File: src/rtl/dma_fsm_unit.sv
`default_nettype none
// ============================================================================
// dma_fsm_unit : sequences 512-bit host cache lines to/from a 32-bit DMA port.
// Optional macro DMA_FSM_PERF_CNT_EN adds lines_in/lines_out counters. Rev 1.0
// ============================================================================
module dma_fsm_unit #(
   parameter int CL_SIZE_WIDTH = 512,
   parameter int WORD_SIZE     = 32
) (
   input  logic                     clk,
   input  logic                     rst_n,
   input  logic                     empty,
   input  logic                     full,
   input  logic [CL_SIZE_WIDTH-1:0] dma_rd_data,
   output logic                     host_rd_ready,
   input  logic                     wr_ready,
   output logic [CL_SIZE_WIDTH-1:0] line_buffer,
   output logic                     host_wr_ready,
   output logic                     DMAEn,
   output logic                     DMAWrEn,
   output logic [31:0]              DMAAddr,
   output logic [WORD_SIZE-1:0]     data_to_mem,
   input  logic [WORD_SIZE-1:0]     data_to_host,
   input  logic                     DMAValid
`ifdef DMA_FSM_PERF_CNT_EN
   ,
   output logic [31:0]              lines_in,
   output logic [31:0]              lines_out
`endif
);

   localparam int WPL = CL_SIZE_WIDTH / WORD_SIZE;
   localparam int CW  = $clog2(WPL);

   typedef enum logic [2:0] {
      S_IDLE  = 3'd0,
      S_LOAD  = 3'd1,
      S_WR    = 3'd2,
      S_RD    = 3'd3,
      S_RWAIT = 3'd4,
      S_DONE  = 3'd5
   } state_t;

   state_t                   state_q, state_d;
   logic [CW-1:0]            cnt_q, cnt_d;
   logic [CW-1:0]            rx_q, rx_d;
   logic [27:0]              waddr_q, waddr_d;
   logic [27:0]              raddr_q, raddr_d;
   logic [CL_SIZE_WIDTH-1:0] line_q, line_d;
   logic [CL_SIZE_WIDTH-1:0] lbuf_q, lbuf_d;
   logic                     cnt_last, rx_last;

   assign cnt_last    = (cnt_q == CW'(WPL - 1));
   assign rx_last     = (rx_q == CW'(WPL - 1));
   assign line_buffer = lbuf_q;

   always_ff @(posedge clk or negedge rst_n) begin
      if (!rst_n) begin
         state_q <= S_IDLE;
         cnt_q   <= '0;
         rx_q    <= '0;
         waddr_q <= '0;
         raddr_q <= '0;
         line_q  <= '0;
         lbuf_q  <= '0;
      end else begin
         state_q <= state_d;
         cnt_q   <= cnt_d;
         rx_q    <= rx_d;
         waddr_q <= waddr_d;
         raddr_q <= raddr_d;
         line_q  <= line_d;
         lbuf_q  <= lbuf_d;
      end
   end

   always_comb begin
      state_d       = state_q;
      cnt_d         = cnt_q;
      rx_d          = rx_q;
      waddr_d       = waddr_q;
      raddr_d       = raddr_q;
      line_d        = line_q;
      lbuf_d        = lbuf_q;
      host_rd_ready = 1'b0;
      host_wr_ready = 1'b0;
      DMAEn         = 1'b0;
      DMAWrEn       = 1'b0;
      DMAAddr       = '0;
      data_to_mem   = '0;

      // Read responses trail requests by a cycle, so capture spans RD and RWAIT.
      if ((state_q == S_RD || state_q == S_RWAIT) && DMAValid) begin
         lbuf_d[int'(rx_q)*WORD_SIZE +: WORD_SIZE] = data_to_host;
         rx_d = rx_q + CW'(1);
      end

      case (state_q)
         S_IDLE: begin
            if (!empty) begin
               state_d = S_LOAD;
            end else if (wr_ready && !full) begin
               state_d = S_RD;
               cnt_d   = '0;
               rx_d    = '0;
            end
         end
         S_LOAD: begin
            host_rd_ready = 1'b1;
            line_d        = dma_rd_data;
            cnt_d         = '0;
            state_d       = S_WR;
         end
         S_WR: begin
            DMAEn       = 1'b1;
            DMAWrEn     = 1'b1;
            DMAAddr     = {4'h0, waddr_q};
            data_to_mem = line_q[int'(cnt_q)*WORD_SIZE +: WORD_SIZE];
            waddr_d     = waddr_q + 28'd1;
            cnt_d       = cnt_q + CW'(1);
            if (cnt_last) state_d = S_IDLE;
         end
         S_RD: begin
            DMAEn   = 1'b1;
            DMAAddr = {4'h0, raddr_q};
            raddr_d = raddr_q + 28'd1;
            cnt_d   = cnt_q + CW'(1);
            if (cnt_last) state_d = S_RWAIT;
         end
         S_RWAIT: begin
            if (DMAValid && rx_last) state_d = S_DONE;
         end
         S_DONE: begin
            host_wr_ready = 1'b1;
            state_d       = S_IDLE;
         end
         default: state_d = S_IDLE;
      endcase
   end

`ifdef DMA_FSM_PERF_CNT_EN
   logic [31:0] lines_in_q, lines_out_q;

   always_ff @(posedge clk or negedge rst_n) begin
      if (!rst_n) begin
         lines_in_q  <= '0;
         lines_out_q <= '0;
      end else begin
         if (state_q == S_WR && cnt_last) lines_in_q  <= lines_in_q + 32'd1;
         if (state_q == S_DONE)           lines_out_q <= lines_out_q + 32'd1;
      end
   end

   assign lines_in  = lines_in_q;
   assign lines_out = lines_out_q;
`endif

endmodule
`default_nettype wire

File: config.mk
export PLATFORM = sky130hd
export DESIGN_NAME = dma_fsm_unit
export DESIGN_NICKNAME = d
export VERILOG_FILES = /design/src/rtl/dma_fsm_unit.sv
export SDC_FILE = /design/constraint.sdc
export NUM_CORES = 1
export LEC_CHECK = 0
export BUFFER_PORTS_ARGS = -buffer_cell sky130_fd_sc_hd__buf_2
export CAP_MARGIN = 20
export CORE_AREA = 2 2 442 444
export DETAILED_ROUTE_END_ITERATION = 8
export DIE_AREA = 0 0 444 446
export PLACE_DENSITY = 0.48
export SETUP_SLACK_MARGIN = 0.5
export SYNTH_ARGS = -nofsm -noshare
export SYNTH_HDL_FRONTEND = slang
export SYNTH_SLANG_ARGS = --single-unit
File: constraint.sdc
create_clock -name clk -period 3.2 [get_ports clk]
set_input_delay 0.48 -clock clk [delete_from_list [all_inputs] [get_ports clk]]
set_output_delay 0.48 -clock clk [all_outputs]
set_load 0.01 [all_outputs]
After elaboration in Yosys (flattened, before gate mapping)
Cells that the tools add are included.
{"block": "totals", "reg_bits": 1091, "input_bits": 550, "out_inout_bits": 580, "elab_cells": 58}
{"block": "op_classes", "n_addsub": 5, "eq_ne": 13, "n_shift": 3, "muxes": 20, "n_reduce_logical": 10}
{"op": "512-bit bitwise mux", "n": 1}
{"op": "32-bit by 33-bit variable shift with 512-bit output (first input constant)", "n": 1}
{"op": "32-bit by 33-bit variable part select with 512-bit output", "n": 1}
{"op": "512-bit by 10-bit variable part select with 32-bit output", "n": 1}
{"op": "28-bit by 1-bit adder with 28-bit output (second input constant)", "n": 2}
{"op": "28-bit case mux with 2 select lines", "n": 1}
{"op": "9-bit negation with 33-bit output", "n": 1}
{"op": "32-bit two-way mux", "n": 1}
{"op": "4-bit two-way mux", "n": 6}
{"op": "3-bit two-way mux", "n": 5}
{"op": "3-bit case mux with 5 select lines", "n": 1}
{"op": "4-bit case mux with 3 select lines", "n": 1}
{"op": "4-bit by 1-bit adder with 4-bit output (second input constant)", "n": 2}
{"op": "4-bit equality test (second input constant)", "n": 2}
{"op": "2-bit != test (second input constant)", "n": 4}
{"op": "3-bit by 2-bit equality test with 1-bit output (second input constant)", "n": 2}
{"op": "3-bit equality test (second input constant)", "n": 2}
{"op": "1-bit two-way mux", "n": 4}
{"op": "4-bit AND reduction", "n": 1}
{"op": "3-bit by 1-bit equality test with 1-bit output (second input constant)", "n": 1}
{"op": "1-bit logical AND", "n": 3}
{"op": "3-bit logical NOT", "n": 1}
{"op": "3-bit != test (second input constant)", "n": 1}
{"op": "3-bit AND reduction", "n": 1}
{"op": "other kinds (5)", "n": 5}

Logic depth before layout (Yosys ltp)
{"block": "depth", "word_depth": 7, "depth_mapped": 11, "ltp_nobuf": 6}

Worst setup path after synthesis
OpenSTA, ideal clock, no wires.
{"block": "synth_timing", "kind": "register to register", "startpoint": "register rx_q[0]", "endpoint": "register lbuf_q[100] (netlist: line_buffer[100])", "setup_ns": 0.125, "arrival_ns": 2.423, "t_required_ns": 3.075, "setup_slack_ns": 0.652, "stages_incl_launch_ff": 11, "n_path_buf": 4, "synth_period_minus_slack_ns": 2.548, "cell_sequence": "dfrtp_1 > buf_2 > nor3_1 > ha_1 > buf_1 > nor2b_1 > o21ai_2 > or4_1 > buf_2 > buf_6 > mux2_4"}
{"block": "synth_between", "elab_chain_len": 3, "elab_cells_between_ends": 4, "cone_classes": "add/sub (1); shift (2); mux (1)"}
{"element": "start: declaration", "line": "46", "text": "logic [CW-1:0] rx_q, rx_d;"}
{"element": "start signal: assignment", "line": "69", "text": "rx_q <= rx_d;"}
{"element": "9-bit negation with 33-bit output (*)", "line": "94", "text": "lbuf_d[int'(rx_q)*WORD_SIZE +: WORD_SIZE] = data_to_host;"}
{"element": "32-bit by 33-bit variable part select with 512-bit output / 32-bit by 33-bit variable shift with 512-bit output (equally long branches)", "line": "94"}
{"element": "512-bit bitwise mux (*)", "line": "94"}
{"element": "end signal: assignment", "line": "73", "text": "lbuf_q <= lbuf_d;"}
{"element": "end: declaration", "line": "50", "text": "logic [CL_SIZE_WIDTH-1:0] lbuf_q, lbuf_d;"}
Mark *: on every way between the ends. The rest lies on a longest branch, timed or not.
A chain may end at the register's enable or synchronous reset.

Final worst setup path
{"block": "layout_timing", "startpoint": "register cnt_q[1]", "endpoint": "output port data_to_mem[15]"}
{"block": "layout_between", "elab_chain_len": 2}
{"element": "start: declaration", "line": "45", "text": "logic [CW-1:0] cnt_q, cnt_d;"}
{"element": "start signal: assignment", "line": "68", "text": "cnt_q <= cnt_d;"}
{"element": "512-bit by 10-bit variable part select with 32-bit output", "line": "118", "text": "data_to_mem = line_q[int'(cnt_q)*WORD_SIZE +: WORD_SIZE];"}
{"element": "32-bit two-way mux", "line": "98", "text": "case (state_q)"}
{"element": "end: declaration", "line": "22", "text": "output logic [WORD_SIZE-1:0] data_to_mem,"}
No other way between the ends.

==> flow_summary.toml <==
[floorplanning]
num_rows = 162
ioPinCount = 1130
fp.coreArea_mm2 = 0.194
die_y_um = 446
die_width_um = 444
die-area_mm2 = 0.198
initial_core_util_pct = 24.9

[synth]
yosys.cell_count.top_type = "dfrtp_1"
yosysWarnings = 0
synth_area_mm2 = 0.0482
synth_top_area_share_pct = 56.7
synth_top_cell_by_area = "dfrtp_1"
synth.avg_cell_area_um2 = 13.7
ys_types = 58
async_reset_ff_share_pct = 100
syn_inst = 3517
ys.flop_type = "dfrtp_1"
ys_seq_elements = 1091
seq_area_frac_synth_pct = 56.7
synth_edf_count = 0
synthTopCellsByCount = "dfrtp_1 (1091), mux2_2 (815), o21ai_0 (283)"
synth_area_leaders = "dfrtp_1 (57%), mux2_2 (19%), mux4_2 (6.0%)"

[timing]
finalHoldViolCount = 0
setup_violations = 31
fin_tns_setup_ns = -3.25
max_slew_margin_pct = 37.3
rsz0062_at_grt = "true"
worst_pin_slew_ns = 0.940
timing.fmax_ghz = 0.298
fin_ws_ns = -0.160
drv_slew = 0
fin_skew_ns = 0.0247
period_needed_ns = 3.36
period_share_pct = 105

[setup_path]
setup.worst_path.class = "reg2out"
endpoint_kind = "output port"
cp-startpoint = "cnt_q[1]$_DFFE_PN0P_"
cp.arrival_ns = 2.88
timing.rr.start = "state_q[2]$_DFFE_PN0P_"
startpoint_type = "register"
critical_path.max_fanout = 7
reg2reg_setup_slack_ns = 0.57
critPathRequiredTime_ns = 2.72

[finish]
syn_to_final_growth_pct = 41.5
nNetsFinal = 5749
drive_above_1_share_pct = 49.2
postLayoutCoreUtil_pct = 35.2
final_area_mm2 = 0.0682

[cts]
root_buffer = "clkbuf_16"
cts-htree-levels = 4
clock-sinks = 1091
path_clk_slew_ns = 0.06
tritoncts = "done"
clk_latency_ns = 0.79
cts_buffers = 131
cts_max_path_buffers = 3

[global_routing]
grt_pass1_wl_um = 285000
antenna_found_initial = 41
overflow = 0
grt_start_max_net_pins = 124
grt_usage_pct = 19.8
grt_pass1_vias = 38300

[power_and_ir_drop]
power.leakage_uw = 0.0325
vdd_drop_max_mv = 0.896
p_per_area_mw_per_mm2 = 952

[drt]
dr.pass1.iters = 5
drtAntennaViolNets = 0
drcViolationCount = 0
postRouteWirelength_um = 200000
routed_wire_length_per_instance_um = 25.5
drtIter0Drc = 2335
viasPerCell = 4.64
num_vias = 36500

[outcome]
status = "complete, but fails checks"
violations = "negative setup slack"

[place]
finalWeightedCongestion = 0.808
portBuffers = 1125
dp_hpwl_um = 142000
place_ws_ns = 0.0337
dpl_cell_area_mm2 = 0.0576

[hold_path]
hold_path.startpoint = "dma_rd_data[500]"
min-delay-path-class = "in2reg"

[flow_run]
max_cap_violations = 0
## what timing repair did
| item | CTS | global route |
|---|---|---|
| endpoints found under the setup margin | 92 | 274 |
| setup buffers | 21 | 5 |
| endpoints found under the hold margin | 532 | 0 |
| hold buffers | 511 | 0 |
| pin swaps | 4 | 3 |
| gates resized for setup | 122 | 22 |
| gates cloned | 6 | 1 |
## power by group
group | total (µW) | switching, µW | internal, µW
clock network | 15200 | 6360 | 8860
logic | 27200 | 14000 | 13200
registers | 22500 | 3350 | 19200
total | 64900 | 23700 | 41200
## state kept, by name, summed over array words and instances (netlist names)
signal and flops:
cnt_q 4, line_buffer 512, line_q 512, raddr_q 28
rx_q 4, state_q 3, waddr_q 28
## layout make-up
type / count / area (µm²)
fill: 19100 / 125000
sequential: 1091 / 27300
multi-input combinational: 2080 / 19900
timing repair buffer: 1841 / 13200
clock buffer: 196 / 3890
tap: 2542 / 3180
clock inverter: 38 / 434
inverter: 48 / 180
antenna: 28 / 70.1
## per-stage QoR
stage	hold slack (ns)	cells	power, µW
6_report	0.0514	7864	64900
3_5_place_dp	0.467	7058	47700
4_1_cts	0.00514	7830	65700
2_1_floorplan	0.184	3520	35800
3_3_place_gp	0.461	7058	47400
5_1_grt	0.0119	7861	68200
## critical path, cell delays in order, from the launching register on
cell,delay (ns)
dfrtp_4,0.53
buf_16,0.18
buf_4,0.17
buf_4,0.15
mux4_2,0.51
mux2i_2,0.24
o22ai_1,0.13
buf_2,0.16
## cells by family after synthesis
| group | share of synthesized area (%) |
|---|---|
| buffers and inverters | 3.22 |
| XOR/XNOR | 1.11 |
| adder cells (fa/ha/maj) | 0.156 |
| multiplexers | 28.4 |
| other | 0.00778 |
| flip-flops | 56.7 |
| AO/OA/AOI/OAI | 3.71 |
| AND/OR/NAND/NOR | 6.77 |
## per-layer routing
| layer | share of wire, % | GRT usage [%] | up-vias |
|---|---|---|---|
| li1 | - | - | 16100 |
| met1 | 39 | 23.0 | 18900 |
| met2 | 52 | 35.7 | 1263 |
| met3 | 5.6 | 4.20 | 284 |
| met4 | 3.5 | 7.19 | 10 |
| met5 | 0.032 | 0 | - |
## worst paths after layout
path | depth (start not counted) | to
hold / removal | 2 | line_q[500]$_DFFE_PN0P_
max in group asynchronous | 3 | line_q[288]$_DFFE_PN0P_
min in group asynchronous | 2 | line_buffer[355]$_DFFE_PN0P_
setup / recovery | 7 | data_to_mem[15]
setup reg to reg | 7 | line_buffer[122]$_DFFE_PN0P_
hold reg to reg | 1 | waddr_q[27]$_DFFE_PN0P_
## placed cells by master (no fill, tap or decap), types with 14 or more instances in the layout
| cell type | netlist | layout |
|---|---|---|
| nand4_1 | 46 | 46 |
| diode_2 | 0 | 28 |
| nand3_1 | 25 | 24 |
| nand2_1 | 153 | 152 |
| mux2i_1 | 94 | 66 |
| clkbuf_8 | 0 | 26 |
| mux2i_2 | 0 | 14 |
| clkinv_2 | 0 | 16 |
| buf_12 | 0 | 42 |
| mux2_2 | 815 | 815 |
| dfrtp_1 | 1091 | 1085 |
| clkbuf_16 | 0 | 137 |
| o21ai_0 | 283 | 282 |
| buf_4 | 21 | 124 |
| o22ai_1 | 32 | 20 |
| mux2i_4 | 0 | 14 |
| and3_1 | 233 | 232 |
| buf_2 | 76 | 1117 |
| nor2_1 | 54 | 38 |
| mux2_1 | 20 | 20 |
| dlygate4sd3_1 | 0 | 511 |
| xor2_1 | 21 | 21 |
| nor3_1 | 22 | 17 |
| xnor2_1 | 38 | 38 |
| clkbuf_1 | 177 | 34 |
| buf_6 | 9 | 28 |
| mux2_4 | 30 | 30 |
| mux4_2 | 128 | 128 |
| inv_1 | 47 | 47 |
(Power assumes the default switching activity.)
